**config.mk**
```make
export PLATFORM = sky130hd
export DESIGN_NAME = output_judge
export DESIGN_NICKNAME = d
export VERILOG_FILES = /design/src/rtl/output_judge.sv
export SDC_FILE = /design/constraint.sdc
export NUM_CORES = 1
export LEC_CHECK = 0
export CAP_MARGIN = 20
export CORE_MARGIN = 2
export CORE_UTILIZATION = 30
export DETAILED_ROUTE_END_ITERATION = 6
export GPL_ROUTABILITY_DRIVEN = 0
export PLACE_DENSITY = 0.59
export SYNTH_ARGS = -nofsm -noshare
export SYNTH_HDL_FRONTEND = slang
export SYNTH_SLANG_ARGS = --single-unit
```
**constraint.sdc**
```tcl
create_clock -name iCLK -period 4.3 [get_ports iCLK]
set_input_delay 0.86 -clock iCLK [delete_from_list [all_inputs] [get_ports iCLK]]
set_output_delay 0.86 -clock iCLK [all_outputs]
set_load 0.02 [all_outputs]
```
**src/rtl/output_judge.sv**
```systemverilog
`default_nettype none
// ============================================================================
//  Module      : output_judge
//  Description : Turns a class label into a one-hot teacher vector, finds the
//                argmax of the output-layer activations with a one-lane-per-
//                cycle scan, and reports hit/predicted class with running
//                hit and sample counters.
//  Revision    : 1.0 - initial release
// ============================================================================
module output_judge #(
    parameter int NP        = 7,
    parameter int NC        = 6,
    parameter int WF        = 5,
    parameter int TRUE_VAL  = 2**(WF-1),
    parameter int FALSE_VAL = 0,
    parameter int WC        = 16,
    localparam int c_WO     = $clog2(NP) + WF,
    localparam int c_WL     = $clog2(NC)
) (
    input  logic                 iCLK,
    input  logic                 iRST,
    input  logic                 iMode,
    input  logic                 iClear,
    input  logic                 iValid_AS_Label,
    output logic                 oReady_AS_Label,
    input  logic [c_WL-1:0]      iData_AS_Label,
    output logic                 oValid_BM_Teacher,
    input  logic                 iReady_BM_Teacher,
    output logic [NC*c_WO-1:0]   oData_BM_Teacher,
    input  logic                 iValid_AM_Output,
    output logic                 oReady_AM_Output,
    input  logic [NC*c_WO-1:0]   iData_AM_Output,
    output logic                 oValid_BM_Result,
    input  logic                 iReady_BM_Result,
    output logic [c_WL:0]        oData_BM_Result,
    output logic [WC-1:0]        oCount_Hit,
    output logic [WC-1:0]        oCount_Sample
);

    typedef enum logic [1:0] {
        S_IDLE   = 2'd0,
        S_WAIT   = 2'd1,
        S_SCAN   = 2'd2,
        S_RESULT = 2'd3
    } state_t;

    localparam logic [c_WO-1:0] c_TRUE   = c_WO'(TRUE_VAL);
    localparam logic [c_WO-1:0] c_FALSE  = c_WO'(FALSE_VAL);
    localparam logic [c_WL-1:0] c_LAST   = c_WL'(NC - 1);
    localparam logic [c_WL:0]   c_NCLIM  = (c_WL + 1)'(NC);

    state_t                  r_state, w_nextState;
    logic                    r_labelReady, r_outReady, r_teachValid, r_teachDone;
    logic                    r_captured, r_resValid;
    logic [c_WL-1:0]         r_label, r_lane, r_idx, w_idxNext;
    logic [NC*c_WO-1:0]      r_vec, r_teacher, w_teacherNext;
    logic signed [c_WO-1:0]  r_best, w_bestNext;
    logic [c_WO-1:0]         w_lanes [NC];
    logic [c_WL:0]           r_result;
    logic [WC-1:0]           r_countHit, r_countSample;
    logic                    w_hit, w_capturedNext;
    logic                    w_labelFire, w_teachFire, w_outFire, w_resFire;

    assign w_labelFire = r_labelReady & iValid_AS_Label;
    assign w_teachFire = r_teachValid & iReady_BM_Teacher;
    assign w_outFire   = r_outReady   & iValid_AM_Output;
    assign w_resFire   = r_resValid   & iReady_BM_Result;

    // Lane views of the captured vector and the one-hot teacher for the
    // incoming label (an out-of-range label matches no lane).
    for (genvar i = 0; i < NC; i++) begin : g_lanes
        assign w_lanes[i] = r_vec[i*c_WO +: c_WO];
        assign w_teacherNext[i*c_WO +: c_WO] =
            (iData_AS_Label == c_WL'(i)) ? c_TRUE : c_FALSE;
    end

    // Scan step: lane 0 seeds the best, later lanes replace it only when strictly greater
    always_comb begin
        w_bestNext = r_best;
        w_idxNext  = r_idx;
        if (r_lane == '0) begin
            w_bestNext = $signed(w_lanes[r_lane]);
            w_idxNext  = '0;
        end else if ($signed(w_lanes[r_lane]) > r_best) begin
            w_bestNext = $signed(w_lanes[r_lane]);
            w_idxNext  = r_lane;
        end
        w_hit = (w_idxNext == r_label) && ({1'b0, r_label} < c_NCLIM);
    end

    // Next-state logic; the teacher and output channels progress independently in WAIT
    always_comb begin
        w_nextState    = r_state;
        w_capturedNext = w_labelFire ? 1'b0 : (r_captured | w_outFire);
        case (r_state)
            S_IDLE:   if (w_labelFire) w_nextState = S_WAIT;
            S_WAIT:   if ((r_captured | w_outFire) && (r_teachDone | w_teachFire))
                          w_nextState = S_SCAN;
            S_SCAN:   if (r_lane == c_LAST) w_nextState = S_RESULT;
            S_RESULT: if (w_resFire) w_nextState = S_IDLE;
            default:  w_nextState = S_IDLE;
        endcase
    end

    // State register
    always_ff @(posedge iCLK or posedge iRST) begin
        if (iRST) r_state <= S_IDLE;
        else      r_state <= w_nextState;
    end

    // Datapath, registered handshake flags and counters
    always_ff @(posedge iCLK or posedge iRST) begin
        if (iRST) begin
            r_labelReady  <= 1'b0;
            r_outReady    <= 1'b0;
            r_teachValid  <= 1'b0;
            r_teachDone   <= 1'b0;
            r_captured    <= 1'b0;
            r_resValid    <= 1'b0;
            r_label       <= '0;
            r_lane        <= '0;
            r_idx         <= '0;
            r_best        <= '0;
            r_vec         <= '0;
            r_teacher     <= '0;
            r_result      <= '0;
            r_countHit    <= '0;
            r_countSample <= '0;
        end else begin
            r_labelReady <= (w_nextState == S_IDLE);
            r_outReady   <= (w_nextState == S_WAIT) && !w_capturedNext;
            r_captured   <= w_capturedNext;
            if (w_outFire) r_vec <= iData_AM_Output;

            if (w_labelFire) begin
                r_label      <= iData_AS_Label;
                r_teacher    <= w_teacherNext;
                r_teachValid <= iMode;
                r_teachDone  <= !iMode;
            end else if (w_teachFire) begin
                r_teachValid <= 1'b0;
                r_teachDone  <= 1'b1;
            end

            if (r_state == S_SCAN) begin
                r_best <= w_bestNext;
                r_idx  <= w_idxNext;
                if (r_lane != c_LAST) r_lane <= r_lane + c_WL'(1);
            end else begin
                r_lane <= '0;
            end

            if (r_state == S_SCAN && w_nextState == S_RESULT) begin
                r_resValid <= 1'b1;
                r_result   <= {w_hit, w_idxNext};
            end else if (w_resFire) begin
                r_resValid <= 1'b0;
            end

            // A coincident clear takes priority over counting a delivered result
            if (iClear) begin
                r_countHit    <= '0;
                r_countSample <= '0;
            end else if (w_resFire) begin
                r_countSample <= r_countSample + WC'(1);
                r_countHit    <= r_countHit + WC'(r_result[c_WL]);
            end
        end
    end

    assign oReady_AS_Label   = r_labelReady;
    assign oReady_AM_Output  = r_outReady;
    assign oValid_BM_Teacher = r_teachValid;
    assign oData_BM_Teacher  = r_teacher;
    assign oValid_BM_Result  = r_resValid;
    assign oData_BM_Result   = r_result;
    assign oCount_Hit        = r_countHit;
    assign oCount_Sample     = r_countSample;

endmodule
`default_nettype wire

```
==> flow_metrics.env <==
export IMPL_status="completed"
export IMPL_p_leak_uw=0.003160
export IMPL_crit_chain="mux4_2, nand2_1, o21ai_0, ha_1, a21o_1, nand2_1, a31oi_2, o21ai_4, mux2i_1, nor3_1, or3b_1, a22oi_1"
export IMPL_arrival_ns=3.73
export IMPL_ys_top_cells_by_area="dfrtp_1, mux2_2, buf_4"
export IMPL_syn_inst=516
export IMPL_ios=147
export IMPL_cp_required_ns=4.62
export IMPL_ctsRootBufferMaster="clkbuf_16"
export IMPL_ir_drop_mv=0.2891
export IMPL_tns_ns=0
export IMPL_antenna_found_initial=0
export IMPL_path_delay_family="compound AO/OA/AOI/OAI gates"
export IMPL_hp_class="flop to flop"
export IMPL_max_stage_delay_ns=0.65
export IMPL_yosysTopAreaCell="dfrtp_1"
export IMPL_final_cell_count_no_fill=871
export IMPL_vias=4024
export IMPL_ys_seq_elements=115
export IMPL_max_cap_viol_count=0
export IMPL_nets=697
export IMPL_hold_ws_ns=0.4790
export IMPL_fmax_mhz=293.5
export IMPL_cts_sinks=115
export IMPL_p_per_area_nw_per_um2=435.5
export IMPL_drcViolationCount=0
export IMPL_grt_pass1_vias=3930
export IMPL_drt_wl_total_microns=12260
export IMPL_firstDrtPassIters=4
export IMPL_insertedDiodeCount=0
export IMPL_clk_pin_slew_ns=0.06
export IMPL_synth_warnings=0
export IMPL_yosysSeqAreaShare_pct=50.68
export IMPL_cts_buffers=17
export IMPL_synth_ff_type="dfrtp_1"
export IMPL_grt_first_pass_wirelength_microns=19830
export IMPL_io_buffers=104
export IMPL_fp_row_count=50
export IMPL_cts_resized_gates=0
export IMPL_synth_edff_count=0
export IMPL_path_common_cell="nand2_1"
export IMPL_setup_viol=0
export IMPL_die_y_microns=141.6
export IMPL_dp_cells=838
export IMPL_critical_path_startpoint_type="flop"
export IMPL_gr_total_overflow=0
export IMPL_drt_vias_per_instance=4.620
export IMPL_synth_most_common_cell="dfrtp_1"
export IMPL_worst_pin_slew_ns=0.8460
export IMPL_post_drt_wl_per_cell_microns=14.08
export IMPL_power_uw=3245
export IMPL_h_tree_depth=4
export IMPL_finalHoldViolations=0
export IMPL_grt_usage_pct=12.55
export IMPL_postRouteAntennaNets=0
export IMPL_critical_path_slowest_cell="dfrtp_1"
export IMPL_syn_area_sq_um=5678
export IMPL_drive_gt1_share_pct=16.17
export IMPL_drv_slew=0
export IMPL_worstSetupEndpointType="flop"
export IMPL_clock_skew_ns=0.008686
export IMPL_rsz0062_at_grt="false"
export IMPL_drt_iter0_markers=145
export IMPL_core_area_sq_um=18640
export IMPL_fin_crit_ns=3.407
export IMPL_clk_path_buf_depth=2
export IMPL_hold_buffers=0
export IMPL_cts_tree="done"
export IMPL_dieArea_sq_um=20040
export IMPL_min_period_over_period_pct=79.24
export IMPL_grt_max_degree=67
export IMPL_crit_fanout=9
export IMPL_syn_to_final_growth_pct=31.23
export IMPL_clk_latency_ns=0.41
export IMPL_dieWidth_microns=141.6
export IMPL_postCtsSetupBuffers=0
export IMPL_crit_type="flop to flop"
export IMPL_synth_top_area_share_pct=50.68
export IMPL_post_dp_hpwl_microns=9096
export IMPL_slew_headroom_pct=43.60
export IMPL_start_util_pct=30.46
export IMPL_syn_avg_cell_area_sq_um=11.00
export IMPL_path_buf_inv=0
export IMPL_yosys_top_cells_count="dfrtp_1, nand2_1, mux2_2, buf_4, nor2_1"
export IMPL_yosysUniqueCellTypes=51
export IMPL_async_reset_ff_share_pct=100.0
## layout make-up
type	count	area [sq um]
clock buffers	22	484.2
clock inverters	10	152.6
fillers	1774	11190
inverters	21	81.33
multi-input cells	360	2471
flip-flops and latches	115	2878
well taps	234	292.8
repair buffers	109	1091
## power by group
part | switching (uW) | internal [uW] | total [uW]
clock network | 478 | 1020 | 1500
registers | 83.6 | 1220 | 1310
logic | 194 | 241 | 435
total | 755 | 2490 | 3240
## layer usage
layer  GRT usage [%]  vias up  wire [microns]
met4           3.842        0             123
met1           17.10     1930            5750
li1                -     1909               -
met3           4.151       12             964
met5               0        -               0
met2           19.03      173            5423
## state kept, by name, summed over array words and instances, names as in the netlist
name and count:
oValid_BM_Teacher 1, oReady_AS_Label 1, r_best 8, r_idx 3, oReady_AM_Output 1, r_teachDone 1
oValid_BM_Result 1, oCount_Hit 16, r_state 2, oCount_Sample 16, oData_BM_Result 4, r_label 3
r_captured 1, r_vec 48, r_lane 3, oData_BM_Teacher 6
## kinds of logic (layout without fill, tap and decap cells)
family	Yosys count	count (layout)	share of synthesized area, %
mux	67	67	14.65
other cells	1	42	0.06605
fa+ha+maj	14	14	3.085
compound gates	69	69	7.624
buf+inv	82	162	8.550
xor+xnor	26	26	4.011
simple gates	142	142	11.33
flops	115	115	50.68
## metrics by stage
stage | setup slack (ns) | util, % | cell area [sq um]
after floorplan | 0.3959 | - | 5832
after global placement | 0.9452 | 36.44 | 6794
after detailed placement | 0.8978 | 36.44 | 6794
after CTS | 0.8668 | 39.86 | 7431
after global routing | 0.6353 | 39.97 | 7451
final | 0.8925 | 39.97 | 7451
## placed cells by master, fill, tap and decap left out, drive strengths merged, types with 2 or more instances in the layout
cell type / instances
a21oi: 19
a22o: 4
a31oi: 3
and3: 4
buf: 5
bufinv: 4
clkbuf: 22
clkdlybuf4s50: 104
clkinv: 6
conb: 42
dfrtp: 115
ha: 14
inv: 20
mux2: 49
mux2i: 10
mux4: 8
nand2: 51
nand3: 16
nand4: 6
nor2: 40
nor2b: 2
nor3: 7
o211ai: 2
o21ai: 32
o31ai: 2
or2: 3
or3: 5
xnor2: 9
xor2: 17
## worst paths after layout
path                       cells after the start  slack (ns)                    to                  from
max                                           12        0.89    oData_BM_Result[3]             r_lane[0]
max reg2reg                                   12        0.89    oData_BM_Result[3]             r_lane[0]
max in group asynchronous                      3        2.38             r_vec[22]                  iRST
min in group asynchronous                      2        0.97      oCount_Sample[8]                  iRST
min                                            2        0.48  oData_BM_Teacher[28]  oData_BM_Teacher[28]
min reg2reg                                    2        0.48  oData_BM_Teacher[28]  oData_BM_Teacher[28]
## worst register-to-register path, delay by kind of cell (launching register included)
kind | cells | cell delay, ns
compound gates | 5 | 0.89
fa+ha+maj | 1 | 0.32
simple gates | 4 | 0.58
mux | 2 | 0.88
flops | 1 | 0.65
No activity file was read; power rests on OpenSTA's default activity.
